$ cat src/rtl/multicycle_ctrl_if.sv
// Instruction-memory fetch channel: a request (valid/ready with address)
// and a one-cycle response pulse carrying the fetched word.
interface multicycle_ctrl_if;
    logic        req_valid;
    logic        req_ready;
    logic [31:0] req_addr;
    logic        rsp_valid;
    logic [31:0] rsp_data;

    modport master (
        output req_valid,
        output req_addr,
        input  req_ready,
        input  rsp_valid,
        input  rsp_data
    );

    modport slave (
        input  req_valid,
        input  req_addr,
        output req_ready,
        output rsp_valid,
        output rsp_data
    );
endinterface

$ cat src/rtl/multicycle_ctrl.sv
// Multi-cycle fetch/decode/execute/writeback sequencer with halt on ebreak,
// traps on illegal opcode or fetch timeout, and a retired-instruction counter.
module multicycle_ctrl #(
    parameter logic [31:0] RESET_PC = 32'h8000_0000,
    parameter int          TIMEOUT  = 255
) (
    input  logic                     clk,
    input  logic                     rst,
    multicycle_ctrl_if.master        imem,
    output logic [31:0]              inst,
    output logic [31:0]              pc,
    output logic                     reg_write_en,
    output logic [31:0]              retired,
    output logic                     halted,
    output logic                     error,
    output logic [1:0]               err_cause
);

    localparam logic [31:0] NOP_INST     = 32'h0000_0013;
    localparam logic [31:0] EBREAK_INST  = 32'h0010_0073;
    localparam logic [6:0]  OPC_OP_IMM   = 7'b0010011;
    localparam bit          TIMEOUT_EN   = (TIMEOUT != 0);
    localparam logic [7:0]  TIMEOUT_LAST = 8'(TIMEOUT - 1);

    typedef enum logic [2:0] {
        S_FETCH_REQ,
        S_FETCH_WAIT,
        S_DECODE,
        S_EXECUTE,
        S_WRITEBACK,
        S_HALT,
        S_ERROR
    } state_t;

    state_t      state_q, state_d;
    logic [31:0] pc_q, pc_d;
    logic [31:0] inst_q, inst_d;
    logic [31:0] retired_q, retired_d;
    logic [7:0]  cnt_q, cnt_d;
    logic [1:0]  cause_q, cause_d;

    always_ff @(posedge clk) begin
        if (rst) begin
            state_q   <= S_FETCH_REQ;
            pc_q      <= RESET_PC;
            inst_q    <= NOP_INST;
            retired_q <= '0;
            cnt_q     <= '0;
            cause_q   <= 2'd0;
        end else begin
            state_q   <= state_d;
            pc_q      <= pc_d;
            inst_q    <= inst_d;
            retired_q <= retired_d;
            cnt_q     <= cnt_d;
            cause_q   <= cause_d;
        end
    end

    always_comb begin
        state_d   = state_q;
        pc_d      = pc_q;
        inst_d    = inst_q;
        retired_d = retired_q;
        cnt_d     = cnt_q;
        cause_d   = cause_q;
        case (state_q)
            S_FETCH_REQ: begin
                // req_valid is unconditionally high here, so ready alone accepts.
                if (imem.req_ready) begin
                    state_d = S_FETCH_WAIT;
                    cnt_d   = '0;
                end
            end
            S_FETCH_WAIT: begin
                // A response on the final timeout cycle takes priority over the trap.
                if (imem.rsp_valid) begin
                    inst_d  = imem.rsp_data;
                    state_d = S_DECODE;
                end else if (TIMEOUT_EN && (cnt_q == TIMEOUT_LAST)) begin
                    state_d = S_ERROR;
                    cause_d = 2'd2;
                end else begin
                    cnt_d = cnt_q + 8'd1;
                end
            end
            S_DECODE: begin
                if (inst_q == EBREAK_INST) begin
                    state_d = S_HALT;
                end else if (inst_q[6:0] == OPC_OP_IMM) begin
                    state_d = S_EXECUTE;
                end else begin
                    state_d = S_ERROR;
                    cause_d = 2'd1;
                end
            end
            S_EXECUTE:   state_d = S_WRITEBACK;
            S_WRITEBACK: begin
                pc_d      = pc_q + 32'd4;
                retired_d = retired_q + 32'd1;
                state_d   = S_FETCH_REQ;
            end
            default: ;
        endcase
    end

    always_comb begin
        imem.req_valid = (state_q == S_FETCH_REQ);
        imem.req_addr  = pc_q;
        reg_write_en   = (state_q == S_WRITEBACK);
        halted         = (state_q == S_HALT);
        error          = (state_q == S_ERROR);
    end

    assign inst      = inst_q;
    assign pc        = pc_q;
    assign retired   = retired_q;
    assign err_cause = cause_q;

endmodule

$ cat src/flat_wrapper.sv
// flat-port wrapper written by rule: the top's interface ports become plain ports
module multicycle_ctrl_flat 
#(
    parameter logic [31:0] RESET_PC = 32'h8000_0000,
    parameter int          TIMEOUT  = 255
)
  (clk, rst, inst, pc, reg_write_en, retired, halted, error, err_cause, imem_req_valid, imem_req_addr, imem_req_ready, imem_rsp_valid, imem_rsp_data);
  multicycle_ctrl_if imem_i ();
  input  logic clk;
  input  logic rst;
  output logic [31:0] inst;
  output logic [31:0] pc;
  output logic reg_write_en;
  output logic [31:0] retired;
  output logic halted;
  output logic error;
  output logic [1:0] err_cause;
  output wire logic [$bits(imem_i.req_valid)-1:0] imem_req_valid;
  output wire logic [$bits(imem_i.req_addr)-1:0] imem_req_addr;
  input wire logic [$bits(imem_i.req_ready)-1:0] imem_req_ready;
  input wire logic [$bits(imem_i.rsp_valid)-1:0] imem_rsp_valid;
  input wire logic [$bits(imem_i.rsp_data)-1:0] imem_rsp_data;
  assign imem_req_valid = imem_i.req_valid;
  assign imem_req_addr = imem_i.req_addr;
  assign imem_i.req_ready = imem_req_ready;
  assign imem_i.rsp_valid = imem_rsp_valid;
  assign imem_i.rsp_data = imem_rsp_data;
  multicycle_ctrl #(.RESET_PC(RESET_PC), .TIMEOUT(TIMEOUT)) u_core (.clk(clk), .rst(rst), .imem(imem_i), .inst(inst), .pc(pc), .reg_write_en(reg_write_en), .retired(retired), .halted(halted), .error(error), .err_cause(err_cause));
endmodule
$ cat config.mk
export PLATFORM = sky130hd
export DESIGN_NAME = multicycle_ctrl_flat
export DESIGN_NICKNAME = d
export VERILOG_FILES = /design/src/rtl/multicycle_ctrl_if.sv /design/src/rtl/multicycle_ctrl.sv /design/src/flat_wrapper.sv
export SDC_FILE = /design/constraint.sdc
export NUM_CORES = 1
export LEC_CHECK = 0
export CORE_UTILIZATION = 50
export CTS_CLUSTER_SIZE = 8
export DETAILED_ROUTE_END_ITERATION = 16
export PLACE_DENSITY = 0.82
export REMOVE_ABC_BUFFERS = 1
export SLEW_MARGIN = 10
export SYNTH_ARGS = -nofsm -noshare
export SYNTH_HDL_FRONTEND = slang
export SYNTH_SLANG_ARGS = --single-unit
$ cat constraint.sdc
create_clock -name clk -period 4 [get_ports clk]
set_clock_uncertainty 0.15 [all_clocks]
set_input_delay 0.8 -clock clk [delete_from_list [all_inputs] [get_ports clk]]
set_output_delay 0.8 -clock clk [all_outputs]
set_load 0.01 [all_outputs]
# ---- Word-level counts from Yosys, hierarchy flattened
# Cells that the tools add are included.
dict set report classes {
  n_addsub 3
  n_eq_ne 16
  n_mux 15
  n_reduce_logical 8
}
# cell count
set op_table {}
lappend op_table {{32-bit by 1-bit adder with 32-bit output, second input constant} 1}
lappend op_table {{32-bit by 3-bit adder with 32-bit output, second input constant} 1}
lappend op_table {{32-bit by 21-bit == test with 1-bit output, second input constant} 1}
lappend op_table {{8-bit two-way mux} 3}
lappend op_table {{8-bit one-hot mux with 2 select lines} 1}
lappend op_table {{3-bit two-way mux} 5}
lappend op_table {{3-bit one-hot mux with 5 select lines} 1}
lappend op_table {{3-bit == test, second input constant} 3}
lappend op_table {{8-bit by 1-bit adder with 8-bit output, second input constant} 1}
lappend op_table {{8-bit == test, second input constant} 1}
lappend op_table {{2-bit two-way mux} 4}
lappend op_table {{2-bit != test, second input constant} 4}
lappend op_table {{7-bit by 5-bit == test with 1-bit output, second input constant} 1}
lappend op_table {{3-bit by 2-bit == test with 1-bit output, second input constant} 2}
lappend op_table {{5-bit AND reduction} 1}
lappend op_table {{5-bit nonzero test} 1}
lappend op_table {{2-bit by 1-bit != test with 1-bit output, second input constant} 2}
lappend op_table {{2-bit one-hot mux with 2 select lines} 1}
lappend op_table {{4-bit AND reduction} 1}
lappend op_table {{2-bit nonzero test} 2}
lappend op_table {{3-bit by 1-bit == test with 1-bit output, second input constant} 1}
lappend op_table {{3-bit logical NOT} 1}
lappend op_table {{3-bit by 2-bit != test with 1-bit output, second input constant} 1}
lappend op_table {{3-bit AND reduction} 1}
lappend op_table {{2-bit AND reduction} 1}
dict set report totals {
  regBits 109
  input_bits 36
  out_inout_bits 134
  wordCells 48
}

# ---- Logic depth before layout (Yosys ltp)
# Gate-level depths: netlist of the first run.
dict set report logic_depth {
  depth_word 4
  mapped_depth 8
  mapped_depth_nobuf 6
}

# ---- Least setup slack after synthesis of the first run
# No wires, ideal clock.
dict set report synth_path {
  path_type {flip-flop to output port}
  from {reg u_core.state_q[0]}
  to {out reg_write_en}
  arrival_ps 1321
  required_time_ps 3050
  path_slack_ps 1729
  path_stages_with_launch 6
  path_buffers 3
  path_cell_list {dfxtp_1 -> buf_6 -> or3b_1 -> buf_2 -> inv_2 -> clkbuf_1}
}
dict set report synth_via {
  elab_chain_len 1
}
# element line_no
set synth_rtl {}
lappend synth_rtl {{start: declaration} multicycle_ctrl.sv:35} ;# state_t state_q, state_d;
lappend synth_rtl {{start signal: assignment} multicycle_ctrl.sv:51} ;# state_q <= state_d;
lappend synth_rtl {{3-bit == test} multicycle_ctrl.sv:110} ;# reg_write_en = (state_q == S_WRITEBACK);
lappend synth_rtl {{end: declaration} flat_wrapper.sv:13} ;# output logic reg_write_en;
# Every way passes these cells.

# ---- Final worst setup path of the first run
dict set report layout_path {
  from {reg u_core.state_q[2]}
  to {out reg_write_en}
}
# The elaborated chain is that of the path after synthesis.

==> results of run 1 <==
-- sequential cells by signal, summed over array words and instances, names as in the netlist --
name,cells
u_core.err_cause,2
u_core.retired,32
u_core.state_q,3
u_core.imem.req_addr,30
u_core.inst,32
u_core.cnt_q,8
-- per-stage QoR --
stage | util | area, um2 | std cells | total power, W | worst slack [ns]
floorplan | - | 4700 | 558 | 0.00132 | 1.55
CTS | 0.682 | 6700 | 874 | 0.00209 | 0.779
global placement | 0.665 | 6530 | 858 | 0.00149 | 1.21
finish | 0.682 | 6700 | 874 | 0.00208 | 0.782
global route | 0.682 | 6700 | 874 | 0.00218 | 0.637
detailed placement | 0.665 | 6530 | 858 | 0.00150 | 1.13
-- area by class of cell --
| cell class | count | share of cell area |
|---|---|---|
| timing repair buffer | 167 | 0.249 |
| sequential | 107 | 0.320 |
| clock inverter | 6 | 0.00617 |
| inverter | 12 | 0.00673 |
| multi-input combinational | 439 | 0.375 |
| clock buffer | 10 | 0.0191 |
| tap | 133 | 0.0249 |
-- cells in the mapped netlist, drive strengths merged (2+ instances only) --
cell and instances:
a21oi 71, and3 6, and3b 2, and4 11
buf 39, clkbuf 36, dfxtp 107, ha 4
inv 12, mux2 5, nand2 91, nand3 27
nand4 23, nor2 34, nor2b 5, nor3 5
nor4 13, nor4b 3, o2111ai 2, o211ai 3
o21ai 23, o311ai 5, o31ai 16, o41ai 5
or2 7, or3 23, or3b 2, or4 18
xnor2 11, xor2 8
-- critical path, delay by kind of cell (launching register included) --
| family | cells | cell delay [ns] |
|---|---|---|
| buffers and inverters | 2 | 0.87 |
| AND/OR/NAND/NOR | 1 | 0.53 |
| flip-flops | 1 | 0.51 |
-- where the power goes --
group | switching, W | total (W) | internal (W)
sequential | 0.0000471 | 0.00115 | 0.00110
clock | 0.000375 | 0.000603 | 0.000229
combinational | 0.000171 | 0.000325 | 0.000154
-- cells by family (layout without fill, tap and decap cells) --
| group | count (synthesis) | after routing |
|---|---|---|
| simple gates | 275 | 275 |
| compound gates | 131 | 131 |
| flops | 107 | 107 |
| buf+inv | 87 | 195 |
| xor+xnor | 19 | 19 |
| mux | 6 | 6 |
| fa+ha+maj | 4 | 4 |
| other cells | 1 | 4 |
-- layer usage --
metal,part of all wire,GRT usage,vias up
li1,-,-,2444
met1,0.42,0.323,2397
met2,0.49,0.408,163
met3,0.076,0.0780,19
met4,0.014,0.0693,0
met5,0,0,-
-- worst paths after layout --
path / start / to / slack [ns] / cells past startpoint
max reg2reg: u_core.state_q[2] / u_core.imem.req_addr[26] / 1.05 / 5
min reg2reg: u_core.inst[19] / u_core.inst[19] / 0.33 / 2
min: u_core.inst[19] / u_core.inst[19] / 0.33 / 2
max: u_core.state_q[2] / reg_write_en / 0.78 / 3
==> flow_summary.toml, run 1 <==
[outcome]
outcome = "completed"

[placed_design]
gp_congestion = 0.785
dpl.hpwl_um = 9240
io_buffers = 165

[logic_synthesis]
synth_adder_area_share = 0.00980
synth_top_area_share = 0.419
synth_xor_area_frac = 0.0326
yosys.area_share.simple = 0.283
yosys.area.top_type = "dfxtp_1"
synth_top_family_by_area = "simple AND/OR/NAND/NOR gates"
synth_mux_area_frac = 0.0130
synth_edf_count = 0
synthTopCellsByArea = "dfxtp_1, a21oi_1, nand2_1"
syn_area_um2 = 5110
synth-seq-cells = 107
syn_inst = 630
yosys_warnings = 0
syn_avg_cell_area_um2 = 8.11
synth-main-ff-cell = "dfxtp_1"
synth.distinct_cells = 47
synth-async-reset-ratio = 0
synth_compound_area_frac = 0.150
synth-seq-area-share = 0.419

[die]
io_pins = 170
die_w_um = 103
core_um2 = 9820
dieArea_um2 = 10600
rows = 36
die_h_um = 103
start_util = 0.520

[grt]
grt_antenna_before_repair = 0
grt_first_pass_wirelength_um = 21000
grt_use_total = 0.251
grt_start_max_net_pins = 103
grt_pass1_vias = 4458
overflow = 0

[power]
ir_drop_v = 0.000251
powerDensity_nw_per_um2 = 310
leakage_nw = 2.16

[cells_and_area]
drive_gt1_frac = 0.0432
fillers = 823
final_nets = 776
syn_to_final_growth_pct = 31.1
final_common_cell = "clkdlybuf4s50_1"
final_cell_mix = "clkdlybuf4s50_1, dfxtp_1, nand2_1"
diodes = 0
seq_area_um2 = 2140
multi_input_area_um2 = 2510

[run]
drv_cap = 0

[clock_network]
hold_buffers = 0
cts_setup_buffers = 0
clock_latency_ns = 0.37
cts_tree = "built"
htreeDepth = 3
cts.clk_slew.worst_paths_ns = 0.10
root_buffer = "clkbuf_8"
postCtsResizedCells = 0
cts_buffer_depth = 2
cts.sinks = 107
numCtsBuffers = 9

[critical_path]
cp-start-kind = "register"
cp_slowest_stage_delay_ns = 0.60
crit_chain = "or3b_1 > inv_2 > clkdlybuf4s50_1"
crit_arrival_ns = 2.27
end_kind = "primary output"
worstSetupPathType = "reg -> out"
required_ns = 3.05
path_max_fanout = 15
cpMaxStageDelayCell = "clkdlybuf4s50_1"

[drt]
drt-vias-per-instance = 5.75
routed_wl_um = 13500
drt-initial-drc-count = 144
first_pass_iters = 5
drc = 0
num_vias = 5023
ant_nets = 0
wl_per_cell_um = 15.4

[sta]
min_period_over_period = 0.804
tightest_slew_ns = 1.06
holdWs_ns = 0.328
rsz0062_at_grt = "false"
relSlewSlack = 0.292
finalSetupViolCount = 0
slew_viol_final = 0
fmax_mhz = 311
period_needed_ns = 3.22
finalHoldViolCount = 0
fin_setup_tns_ns = 0

[worst_hold_path]
hold_class = "reg -> reg"
(Power assumes the default switching activity.)
==> inputs of run 2 (changes only) <==
- CORE_UTILIZATION: 50 -> 46
- PLACE_DENSITY: 0.82 -> 0.76
- clock period: 4 -> 3.1 ns (I/O delays scaled with it)
==> run 2 against run 1 <==
  * Utilization decreased by 5.8 points
  * Non-clock buffer count is 5 higher
  * Critical path depth unchanged
  * Worst hold slack worse by 0.0030 ns
==> flow_summary.toml, run 2 (synthesis results as in run 1) <==
[clock_network]
cts_buffer_depth = 2
clock_latency_ns = 0.37
htreeDepth = 3
hold_buffers = 0
cts.clk_slew.worst_paths_ns = 0.10
root_buffer = "clkbuf_8"
postCtsResizedCells = 0
cts_tree = "built"
numCtsBuffers = 9
cts_setup_buffers = 0
cts.sinks = 107

[sta]
slew_viol_final = 0
rsz0062_at_grt = "false"
tightest_slew_ns = 0.748
fin_setup_tns_ns = 0
fmax_mhz = 334
layout_setup_ws_ns = 0.108
finalHoldViolCount = 0
period_needed_ns = 2.99
min_period_over_period = 0.965
finalSetupViolCount = 0
relSlewSlack = 0.497

[worst_hold_path]
worstHoldPathCells = 2
hp-start = "u_core.inst[10]"
hold_class = "reg -> reg"
min_to = "u_core.inst[10]"

[run]
drv_cap = 0

[cells_and_area]
final_cell_mix = "clkdlybuf4s50_1, dfxtp_1, nand2_1"
final_nets = 781
diodes = 0
fillers = 968
final_common_cell = "clkdlybuf4s50_1"
drive_gt1_frac = 0.0509
syn_to_final_growth_pct = 32.5

[critical_path]
critPathLaunch = "u_core.state_q[1]"
cpMaxStageDelayCell = "clkdlybuf4s50_1"
cp-start-kind = "register"
worstSetupPathType = "reg -> out"
r2r_start = "u_core.state_q[1]"
end_kind = "primary output"
path_max_fanout = 15
crit_arrival_ns = 2.22
r2r-end = "u_core.imem.req_addr[27]"
reg2reg_slack_ns = 0.36
rr_worst_depth = 5
crit_chain = "or3b_1 > inv_2 > clkdlybuf4s50_1"
cp_slowest_stage_delay_ns = 0.60
required_ns = 2.33

[die]
rows = 38
start_util = 0.471
io_pins = 170
die_h_um = 107
dieArea_um2 = 11500
core_um2 = 10800
die_w_um = 107

[grt]
grt_util_met1 = 0.292
grt_use_total = 0.225
overflow = 0
grt_pass1_vias = 4438
grt_start_max_net_pins = 59
gr-max-usage-layer = "met2"
grt_first_pass_wirelength_um = 21000
use_met3 = 0.0533
grt_antenna_before_repair = 0
grt_util_met2 = 0.364

[placed_design]
dpl.hpwl_um = 9250
post-place-ws_ns = 0.336
io_buffers = 165
gp_congestion = 0.795

[drt]
num_vias = 4941
drc = 0
drt-initial-drc-count = 189
wl_per_cell_um = 14.8
routed_wl_um = 13100
first_pass_iters = 5
ant_nets = 0
drt-vias-per-instance = 5.58

[power]
combPwrFrac = 0.159
switching_share = 0.274
seqPwrFrac = 0.533
leakage_nw = 2.19
ir_drop_v = 0.000214
p_switching_w = 0.000758
powerDensity_nw_per_um2 = 408
p_clk_frac = 0.307
intPower_w = 0.00200

[outcome]
outcome = "completed"
-- run 2: area by class of cell --
class	count	area [um2]	share of cell area
clock inverters	6	65.1	0.00962
clock buffers	10	128	0.0189
flip-flops and latches	107	2140	0.317
multi-input cells	439	2510	0.371
well taps	140	175	0.0259
inverters	12	45.0	0.00666
repair buffers	172	1700	0.251
-- run 2: per-layer routing --
metal  wire [um]  vias up
met5           0        -
met4         201        0
met3         924       15
met2        6110      155
met1        5870     2327
li1            -     2444
-- run 2: worst max path at each step --
stage	end	slack, ns	cells past startpoint
detailed placement	u_core.imem.req_addr[27]	0.34	5
global placement	u_core.imem.req_addr[25]	0.47	5
floorplan	u_core.imem.req_addr[26]	0.65	5
finish	reg_write_en	0.11	3
global route	reg_write_en	0.008	3
CTS	reg_write_en	0.04	3
-- run 2: power by group through the flow --
stage / clock, W / sequential, W / combinational [W]
6_report: 0.000849 / 0.00147 / 0.000440
3_5_place_dp: 0 / 0.00150 / 0.000438
3_3_place_gp: 0 / 0.00150 / 0.000428
2_1_floorplan: 0 / 0.00152 / 0.000184
4_1_cts: 0.000871 / 0.00147 / 0.000440
5_1_grt: 0.000930 / 0.00148 / 0.000480
-- run 2: critical path, delay by kind of cell (launching register included) --
kind	cells	cell delay [ns]
flip-flops	1	0.43
buffers and inverters	2	0.87
AND/OR/NAND/NOR	1	0.57
-- run 2: metrics by stage --
stage / cell area [um2] / util / cells / hold WS (ns) / total power [W]
finish: 6770 / 0.624 / 886 / 0.325 / 0.00276
global route: 6770 / 0.624 / 886 / 0.351 / 0.00289
CTS: 6760 / 0.624 / 886 / 0.329 / 0.00278
detailed placement: 6570 / 0.606 / 870 / 0.315 / 0.00194
global placement: 6570 / 0.606 / 870 / 0.307 / 0.00193
floorplan: 4700 / - / 558 / 0.320 / 0.00171
